## config.mk

```make
export PLATFORM = sky130hd
export DESIGN_NAME = pipe_datapath
export DESIGN_NICKNAME = d
export VERILOG_FILES = /design/src/rtl/datapath_pkg.sv /design/src/rtl/pipe_datapath_hazard_unit.sv /design/src/rtl/pipe_datapath.sv
export SDC_FILE = /design/constraint.sdc
export NUM_CORES = 2
export LEC_CHECK = 0
export ABC_CLOCK_PERIOD_IN_PS = 138200
export CORE_ASPECT_RATIO = 0.7
export CORE_UTILIZATION = 48
export DETAILED_ROUTE_END_ITERATION = 10
export HOLD_SLACK_MARGIN = 0.12
export PLACE_DENSITY = 0.63
export SLEW_MARGIN = 10
export SYNTH_ARGS = -nofsm -noshare
export SYNTH_HDL_FRONTEND = slang
export SYNTH_SLANG_ARGS = --single-unit
```

## constraint.sdc

```tcl
create_clock -name clk -period 138.2 [get_ports clk]
set_input_delay 13.82 -clock clk [delete_from_list [all_inputs] [get_ports clk]]
set_output_delay 13.82 -clock clk [all_outputs]
set_load 0.01 [all_outputs]
```

## src/rtl/datapath_pkg.sv

```systemverilog
// Shared definitions for the five-stage pipelined datapath: ALU op codes,
// forwarding selects, control bundle and the default reset PC.
package datapath_pkg;

  localparam logic [31:0] RESET_PC_DEFAULT = 32'h0000_0000;

  localparam logic [2:0] ALU_AND = 3'b000;
  localparam logic [2:0] ALU_OR  = 3'b001;
  localparam logic [2:0] ALU_ADD = 3'b010;
  localparam logic [2:0] ALU_SUB = 3'b110;
  localparam logic [2:0] ALU_SLT = 3'b111;

  typedef enum logic [1:0] {
    FWD_REG = 2'b00,
    FWD_W   = 2'b01,
    FWD_M   = 2'b10
  } fwd_sel_t;

  typedef struct packed {
    logic       regwrite;
    logic       memtoreg;
    logic       memwrite;
    logic       branch;
    logic       alusrc;
    logic       regdst;
    logic       jump;
    logic [2:0] alucontrol;
  } ctrl_t;

  localparam ctrl_t CTRL_BUBBLE = '0;

  // Register 0 is hardwired, so it never creates a dependency.
  function automatic logic reg_match(input logic [4:0] a, input logic [4:0] b);
    return (a != 5'd0) && (a == b);
  endfunction

endpackage

```

## src/rtl/pipe_datapath_hazard_unit.sv

```systemverilog
// Stall, flush and forwarding decisions for the pipelined datapath.
module hazard_unit
  import datapath_pkg::*;
(
  input  logic [4:0] rsD,
  input  logic [4:0] rtD,
  input  logic [4:0] rsE,
  input  logic [4:0] rtE,
  input  logic [4:0] writeregE,
  input  logic       memtoregE,
  input  logic [4:0] writeregM,
  input  logic       regwriteM,
  input  logic [4:0] writeregW,
  input  logic       regwriteW,
  input  logic       pcsrcE,
  input  logic       jumpD,
  output logic       stallF,
  output logic       stallD,
  output logic       flushD,
  output logic       flushE,
  output fwd_sel_t   forwardaE,
  output fwd_sel_t   forwardbE
);

  logic lwstall;

  always_comb begin
    forwardaE = FWD_REG;
    if (regwriteM && reg_match(rsE, writeregM)) begin
      forwardaE = FWD_M;
    end else if (regwriteW && reg_match(rsE, writeregW)) begin
      forwardaE = FWD_W;
    end
  end

  always_comb begin
    forwardbE = FWD_REG;
    if (regwriteM && reg_match(rtE, writeregM)) begin
      forwardbE = FWD_M;
    end else if (regwriteW && reg_match(rtE, writeregW)) begin
      forwardbE = FWD_W;
    end
  end

  assign lwstall = memtoregE && (reg_match(writeregE, rsD) || reg_match(writeregE, rtD));

  // A taken branch or a jump redirects fetch, so a pending load-use stall is dropped.
  assign stallF = lwstall && !pcsrcE && !jumpD;
  assign stallD = stallF;
  assign flushD = pcsrcE || jumpD;
  assign flushE = pcsrcE || stallF;

endmodule

```

## src/rtl/pipe_datapath.sv

```systemverilog
// Five-stage F/D/E/M/W pipelined datapath with forwarding, load-use stall,
// branch resolution in E and jump resolution in D.
module pipe_datapath
  import datapath_pkg::*;
#(
  parameter int          N        = 32,
  parameter logic [31:0] RESET_PC = RESET_PC_DEFAULT
) (
  input  logic         clk,
  input  logic         reset,
  output logic [N-1:0] pcF,
  input  logic [31:0]  instrF,
  output logic [31:0]  instrD,
  input  logic         regwriteD,
  input  logic         memtoregD,
  input  logic         memwriteD,
  input  logic         branchD,
  input  logic         alusrcD,
  input  logic         regdstD,
  input  logic         jumpD,
  input  logic [2:0]   alucontrolD,
  output logic [N-1:0] aluoutM,
  output logic [N-1:0] writedataM,
  output logic         memwriteM,
  input  logic [N-1:0] readdataM
);

  localparam logic [N-1:0] PC_INIT = N'(RESET_PC);

  logic         stallF, stallD, flushD, flushE;
  fwd_sel_t     forwardaE, forwardbE;

  logic [N-1:0] pcplus4F, pcnextF;
  logic [N-1:0] pcplus4D, pcjumpD, signimmD, rd1D, rd2D;
  logic [4:0]   rsD, rtD, rdD;
  ctrl_t        ctrlD, ctrlE;

  logic [N-1:0] rd1E, rd2E, signimmE, pcplus4E;
  logic [N-1:0] srcaE, srcbE, writedataE, aluoutE, pcbranchE;
  logic [4:0]   rsE, rtE, rdE, writeregE;
  logic         zeroE, pcsrcE;

  logic         regwriteM, memtoregM;
  logic [4:0]   writeregM;

  logic         regwriteW, memtoregW;
  logic [N-1:0] aluoutW, readdataW, resultW;
  logic [4:0]   writeregW;

  logic [N-1:0] rf [32];
  logic         unused_jumpE;

  assign ctrlD = '{regwrite: regwriteD, memtoreg: memtoregD, memwrite: memwriteD,
                   branch: branchD, alusrc: alusrcD, regdst: regdstD, jump: jumpD,
                   alucontrol: alucontrolD};

  // Fetch
  assign pcplus4F = pcF + N'(4);

  always_comb begin
    pcnextF = pcplus4F;
    if (pcsrcE) begin
      pcnextF = pcbranchE;
    end else if (ctrlD.jump) begin
      pcnextF = pcjumpD;
    end else if (stallF) begin
      pcnextF = pcF;
    end
  end

  always_ff @(posedge clk or posedge reset) begin
    if (reset) begin
      pcF <= PC_INIT;
    end else begin
      pcF <= pcnextF;
    end
  end

  always_ff @(posedge clk or posedge reset) begin
    if (reset) begin
      instrD   <= '0;
      pcplus4D <= '0;
    end else if (flushD) begin
      instrD   <= '0;
      pcplus4D <= '0;
    end else if (!stallD) begin
      instrD   <= instrF;
      pcplus4D <= pcplus4F;
    end
  end

  // Decode
  assign rsD      = instrD[25:21];
  assign rtD      = instrD[20:16];
  assign rdD      = instrD[15:11];
  assign signimmD = {{(N-16){instrD[15]}}, instrD[15:0]};
  assign pcjumpD  = {pcplus4D[N-1:28], instrD[25:0], 2'b00};

  always_ff @(posedge clk or posedge reset) begin
    if (reset) begin
      for (int i = 0; i < 32; i++) begin
        rf[i] <= '0;
      end
    end else if (regwriteW && (writeregW != 5'd0)) begin
      rf[writeregW] <= resultW;
    end
  end

  // Write-through: a read of the register retiring this cycle sees the new value.
  always_comb begin
    rd1D = rf[rsD];
    if (rsD == 5'd0) begin
      rd1D = '0;
    end else if (regwriteW && (writeregW == rsD)) begin
      rd1D = resultW;
    end
  end

  always_comb begin
    rd2D = rf[rtD];
    if (rtD == 5'd0) begin
      rd2D = '0;
    end else if (regwriteW && (writeregW == rtD)) begin
      rd2D = resultW;
    end
  end

  always_ff @(posedge clk or posedge reset) begin
    if (reset) begin
      ctrlE    <= CTRL_BUBBLE;
      rd1E     <= '0;
      rd2E     <= '0;
      rsE      <= '0;
      rtE      <= '0;
      rdE      <= '0;
      signimmE <= '0;
      pcplus4E <= '0;
    end else begin
      ctrlE    <= flushE ? CTRL_BUBBLE : ctrlD;
      rd1E     <= rd1D;
      rd2E     <= rd2D;
      rsE      <= rsD;
      rtE      <= rtD;
      rdE      <= rdD;
      signimmE <= signimmD;
      pcplus4E <= pcplus4D;
    end
  end

  // Execute
  always_comb begin
    case (forwardaE)
      FWD_M:   srcaE = aluoutM;
      FWD_W:   srcaE = resultW;
      default: srcaE = rd1E;
    endcase
  end

  always_comb begin
    case (forwardbE)
      FWD_M:   writedataE = aluoutM;
      FWD_W:   writedataE = resultW;
      default: writedataE = rd2E;
    endcase
  end

  assign srcbE = ctrlE.alusrc ? signimmE : writedataE;

  always_comb begin
    aluoutE = '0;
    case (ctrlE.alucontrol)
      ALU_AND: aluoutE = srcaE & srcbE;
      ALU_OR:  aluoutE = srcaE | srcbE;
      ALU_ADD: aluoutE = srcaE + srcbE;
      ALU_SUB: aluoutE = srcaE - srcbE;
      ALU_SLT: aluoutE = {{(N-1){1'b0}}, ($signed(srcaE) < $signed(srcbE))};
      default: aluoutE = '0;
    endcase
  end

  assign zeroE        = (aluoutE == '0);
  assign writeregE    = ctrlE.regdst ? rdE : rtE;
  assign pcbranchE    = pcplus4E + (signimmE << 2);
  assign pcsrcE       = ctrlE.branch && zeroE;
  assign unused_jumpE = ctrlE.jump;

  always_ff @(posedge clk or posedge reset) begin
    if (reset) begin
      regwriteM  <= 1'b0;
      memtoregM  <= 1'b0;
      memwriteM  <= 1'b0;
      aluoutM    <= '0;
      writedataM <= '0;
      writeregM  <= '0;
    end else begin
      regwriteM  <= ctrlE.regwrite;
      memtoregM  <= ctrlE.memtoreg;
      memwriteM  <= ctrlE.memwrite;
      aluoutM    <= aluoutE;
      writedataM <= writedataE;
      writeregM  <= writeregE;
    end
  end

  // Memory / writeback
  always_ff @(posedge clk or posedge reset) begin
    if (reset) begin
      regwriteW <= 1'b0;
      memtoregW <= 1'b0;
      aluoutW   <= '0;
      readdataW <= '0;
      writeregW <= '0;
    end else begin
      regwriteW <= regwriteM;
      memtoregW <= memtoregM;
      aluoutW   <= aluoutM;
      readdataW <= readdataM;
      writeregW <= writeregM;
    end
  end

  assign resultW = memtoregW ? readdataW : aluoutW;

  hazard_unit u_hazard (
    .rsD       (rsD),
    .rtD       (rtD),
    .rsE       (rsE),
    .rtE       (rtE),
    .writeregE (writeregE),
    .memtoregE (ctrlE.memtoreg),
    .writeregM (writeregM),
    .regwriteM (regwriteM),
    .writeregW (writeregW),
    .regwriteW (regwriteW),
    .pcsrcE    (pcsrcE),
    .jumpD     (ctrlD.jump),
    .stallF    (stallF),
    .stallD    (stallD),
    .flushD    (flushD),
    .flushE    (flushE),
    .forwardaE (forwardaE),
    .forwardbE (forwardbE)
  );

endmodule
```

Word level (Yosys, flattened, before mapping)
Cells that the tools add are included.

storage, ports and cells
  register bits = 1,399
  output and inout bits = 129
  word-level logic and storage cells = 153

cells by class
  add/subtract/negate cells = 4
  mux-type cells = 30
  reductions and logical operators = 31
  equality and inequality tests = 18
  $lt $le $gt $ge = 5
  bitwise operators = 5

operator list
  cell                                                         number
  bitwise mux 1024 bit                                         1
  two-way mux 32 bit                                           17
  binary-select mux 32 bit (select 5 bit)                      2
  demux 32 bit (select 5 bit)                                  1
  one-hot mux 32 bit (5 select lines)                          1
  one-hot mux 32 bit (2 select lines)                          2
  adder 32 bit                                                 2
  equality test 5 bit                                          8
  adder 32 x 3 -> 32 bit (second input constant)               1
  AND 32 bit                                                   1
  logical NOT 32 bit                                           1
  less-than comparator 32 bit                                  1
  bitwise OR 32 bit                                            1
  subtractor 32 bit                                            1
  nonzero test 5 bit                                           4
  >= comparator 6 bit (second input constant)                  3
  logical AND 1 bit                                            18
  inverter 5 -> 6 bit                                          3
  logical NOT 5 bit                                            2
  two-way mux 10 bit                                           1
  equality test 3 bit (second input constant)                  2
  less-than comparator 6 x 1 -> 1 bit (second input constant)  1
  two-way mux 5 bit                                            1
  equality test 2 x 1 -> 1 bit (second input constant)         2
  10 further kinds                                             16

Logic depth before layout (Yosys ltp)
  depth after elaboration = 18
  depth in mapped cells = 27

Hierarchy
From an unflattened synthesis, not the netlist that was laid out.

unflattened totals
  cell total of the unflattened synthesis = 6,970
  area total of the unflattened synthesis = 73,863.3 um2

by module, submodules not included
  module         seq. area each (um2)  cells an instance  area an instance (um2)  instances
  pipe_datapath  34,883.5              6,914              73,406.7                1
  hazard_unit    0.0                   56                 456.7                   1

Least setup slack after synthesis
OpenSTA, ideal clock, no wires.

  path kind = in2reg
  from = input port jumpD
  to = register pcF[18]
  path buffers = 2
  data required time = 138,074 ps
  library setup time = 126 ps
  slack = 123,225 ps
  arrival time = 14,850 ps
  cell stages on the path = 4
  cell sequence = clkbuf_1 clkbuf_1 mux2i_1 mux2i_1

between the ends
  word-level cells in the longest chain between the ends = 3
  elaborated cells on any way between the ends = 5

RTL lines
  what                              RTL line                         RTL
  start, declared                   pipe_datapath.sv:20              input logic jumpD,
  logical NOT 1 bit                 pipe_datapath_hazard_unit.sv:48  assign stallF = lwstall && !pcsrcE && !jumpD;
  logical AND 1 bit                 pipe_datapath_hazard_unit.sv:48
  != test 3 x 2 -> 1 bit (no line)  --
  end signal, assigned              pipe_datapath.sv:75              pcF <= pcnextF;
  end, declared                     pipe_datapath.sv:11              output logic [N-1:0] pcF,

Several ways; a longest one is shown, not always the timed one.
A chain may end at the register's enable or synchronous reset.

==> flow_summary_export.csv <==
group,metric,value,unit
sta,fin_skew,31.79,ps
clock_network,clkTransAtPathRegs,60,ps
clock_network,cts_tree,"built",
logic_synthesis,synth_most_common_cell,"dfrtp_1",
critical_path,worstSetupPathType,"input pin to async pin",
floorplan,die_height,329.3,um
critical_path,crit_path_start_kind,"input pin",
clock_network,h-tree-depth,4,
critical_path,crit_top_cell,"buf_4",
sta,fin_ws,118880,ps
logic_synthesis,synth_seq_cells,1394,
power,p_switching,545.7,uW
route,drtPass1Iterations,5,
floorplan,ioPinCount,205,
critical_path,cp_slowest_cell,"buf_4",
clock_network,clkSinkCount,1394,
route,drc_errors,0,
power,power.internal,969.4,uW
logic_synthesis,syn-num-nets,7158,
power,swShare,0.3602,
critical_path,arrival,20080,ps
clock_network,cts_buffers,136,
critical_path,rr_worst_depth,20,
critical_path,cp.depth,8,
logic_synthesis,yosysTopAreaCellShare,0.4750,
placed_design,port_buffers,204,
flow_run,cap_violations,0,
grt,antenna_found_initial,8,
logic_synthesis,synth_top_cell_by_area,"dfrtp_1",
power,seq_power_share,0.402,
clock_network,ctsResizeCount,0,
route,drtIter0Drc,6756,
final_layout,layout.nets,6967,
power,ir_worst_vdd,11.98,uV
power,clkPwrFrac,0.258,
logic_synthesis,syn-instance-count,6953,
clock_network,root_buffer,"clkbuf_16",
clock_network,postCtsHoldBufs,0,
sta,period_share,0.1398,
floorplan,dieArea,0.1546,mm2
critical_path,slowest_delay,890,ps
sta,period_needed,19320,ps
sta,tightest_slew,1260,ps
critical_path,crit_chain,"clkdlybuf4s50_1 -> inv_8 -> buf_4 -> buf_4 -> buf_4 -> buf_4 -> buf_4 -> buf_4",
floorplan,initial_core_util,0.4859,
grt,grt_max_degree,128,
sta,max_freq,51.76,MHz
run_status,status,"finished, final reports clean",
critical_path,cp-end-kind,"async pin",
sta,setup_viol,0,
grt,grt_pass1_wl,366500,um
logic_synthesis,ys_seq_area_frac,0.4750,
route,routed_via_density,6.366,
logic_synthesis,synth.distinct_cells,83,
clock_network,post_cts_buffers,0,
sta,holdWs,349.0,ps
sta,rsz0062_at_grt,"no",
sta,setup_tns,0,ps
logic_synthesis,synth.area.top_cells,"dfrtp_1 48%, mux4_2 14%, a21oi_1 4.7%",
worst_hold_path,min_delay_path_depth,0,
final_layout,synthToLayoutAreaGrowth,11.38,%
critical_path,crit_family,"buffers and inverters",
clock_network,cts_buffer_depth,3,
placed_design,placement.cell_area,0.07719,mm2
power,leakagePower,34.98,nW
floorplan,num_rows,119,
route,ant_nets,0,
grt,grt_pass1_vias,54890,
sta,slew_violations,0,
clock_network,clock_latency,790,ps
critical_path,cp.required,138960,ps
logic_synthesis,yosys-top-cells-count,"1,394 x dfrtp_1, 777 x nor2_1, 729 x nand2_1",
power,powerDensity,18.52,mW/mm2
route,wl_per_cell,27.70,um
route,postRouteWirelength,245600,um
placed_design,dpl_worst_slack,117800,ps
grt,grt_overflow,0,
placed_design,hpwl,148400,um
critical_path,cp.buffers_inverters,8,
grt,gr-usage-all-layers,0.3186,
logic_synthesis,synthFlopType,"dfrtp_1",
floorplan,dieWidth,469.5,um
logic_synthesis,synth.cell_area,0.07343,mm2
sta,final_hold_viol_count,0,
final_layout,final_layout_size_suffix_gt1_frac,0.1472,
logic_synthesis,async_flop_share,1.000,
placed_design,gp_congestion,0.9659,
worst_hold_path,hp-class,"flop to flop",
final_layout,fin_area,0.08179,mm2
floorplan,core-area,0.1511,mm2
sta,slew_headroom,0.1422,
critical_path,cp_max_fo,127,
route,vias,56450,
power,pwr-share-comb,0.341,
logic_synthesis,avgSynthCellArea,10.56,um2
logic_synthesis,synth_edf_count,0,
logic_synthesis,synth_warnings,0,
==> cells by family after synthesis <==
kind of cell	after synthesis	synth area share
buf+inv	788	0.04093
xor+xnor	147	0.01753
fa+ha+maj	129	0.02229
flops	1394	0.4750
compound gates	1812	0.1411
simple gates	1793	0.1004
mux	890	0.2027
==> per-stage QoR <==
step	total power, mW	util	instances
global placement	1.101	0.5108	8620
detailed placement	1.118	0.5108	8620
finish	1.515	0.5412	8868
floorplan	0.9435	-	6953
global route	1.589	0.5412	8866
CTS	1.508	0.5412	8866
==> cell usage in the layout, fill, tap and decap left out, drive strengths merged, types with 17 or more instances in the layout <==
cell type and count:
xor2 55, a211oi 39, a21oi 696, buf 118
nand4 22, nor3 66, mux2i 324, and3 20
o211ai 41, xnor2 92, ha 126, mux2 98
dfrtp 1394, clkdlybuf4s50 203, nor2b 19, clkinv 29
nor2 777, inv 144, o221ai 33, clkbuf 200
nor4 17, nand2b 48, a221oi 50, a21o 28
a2111oi 34, o21ai 667, o21a 48, o22ai 80
mux4 468, nand3 44, nand2 729
==> per-layer routing <==
| metal | vias to the layer above | GRT usage | wire length, um |
|---|---|---|---|
| li1 | 24550 | - | - |
| met2 | 2692 | 0.4742 | 108300 |
| met3 | 482 | 0.06182 | 23210 |
| met5 | - | 0 | 15 |
| met4 | 2 | 0.1121 | 8362 |
| met1 | 28730 | 0.4669 | 105800 |
==> sequential cells by signal, indices dropped and copies added (netlist names), 9 cells and up <==
| register | cells |
|---|---|
| aluoutW | 32 |
| rd2E | 32 |
| aluoutM | 32 |
| rf | 1024 |
| pcF | 32 |
| rd1E | 32 |
| readdataW | 32 |
| ctrlE | 9 |
| instrD | 32 |
| pcplus4D | 32 |
| signimmE | 11 |
| pcplus4E | 32 |
| writedataM | 32 |
==> power by group through the flow <==
stage | Combinational, mW | Clock (mW) | Sequential, mW
after floorplan | 0.356 | 0 | 0.587
after global placement | 0.498 | 0 | 0.603
after detailed placement | 0.507 | 0 | 0.611
after CTS | 0.509 | 0.395 | 0.605
after global routing | 0.557 | 0.410 | 0.621
final | 0.516 | 0.390 | 0.609
==> final cells by class <==
type | instances | area, um2
clock inverters | 46 | 528.0
flip-flops and latches | 1394 | 34930
clock buffers | 200 | 4069
diodes | 2 | 5.005
fillers | 13020 | 69330
well taps | 1996 | 2497
multi-input cells | 4771 | 36250
inverters | 138 | 525.5
repair buffers | 321 | 2993
==> worst paths after layout <==
path	start	endpoint	slack, ps
max in group clk	instrD[22]	instrD[22]	121950
hold / removal	ctrlE[7]	memwriteM	350
min in group asynchronous	reset	pcF[31]	13540
setup reg to reg	memtoregW	pcF[2]	128830
hold reg to reg	ctrlE[7]	memwriteM	350
setup / recovery	reset	rf[891]	118880
Power figures use the tool's default switching activity.
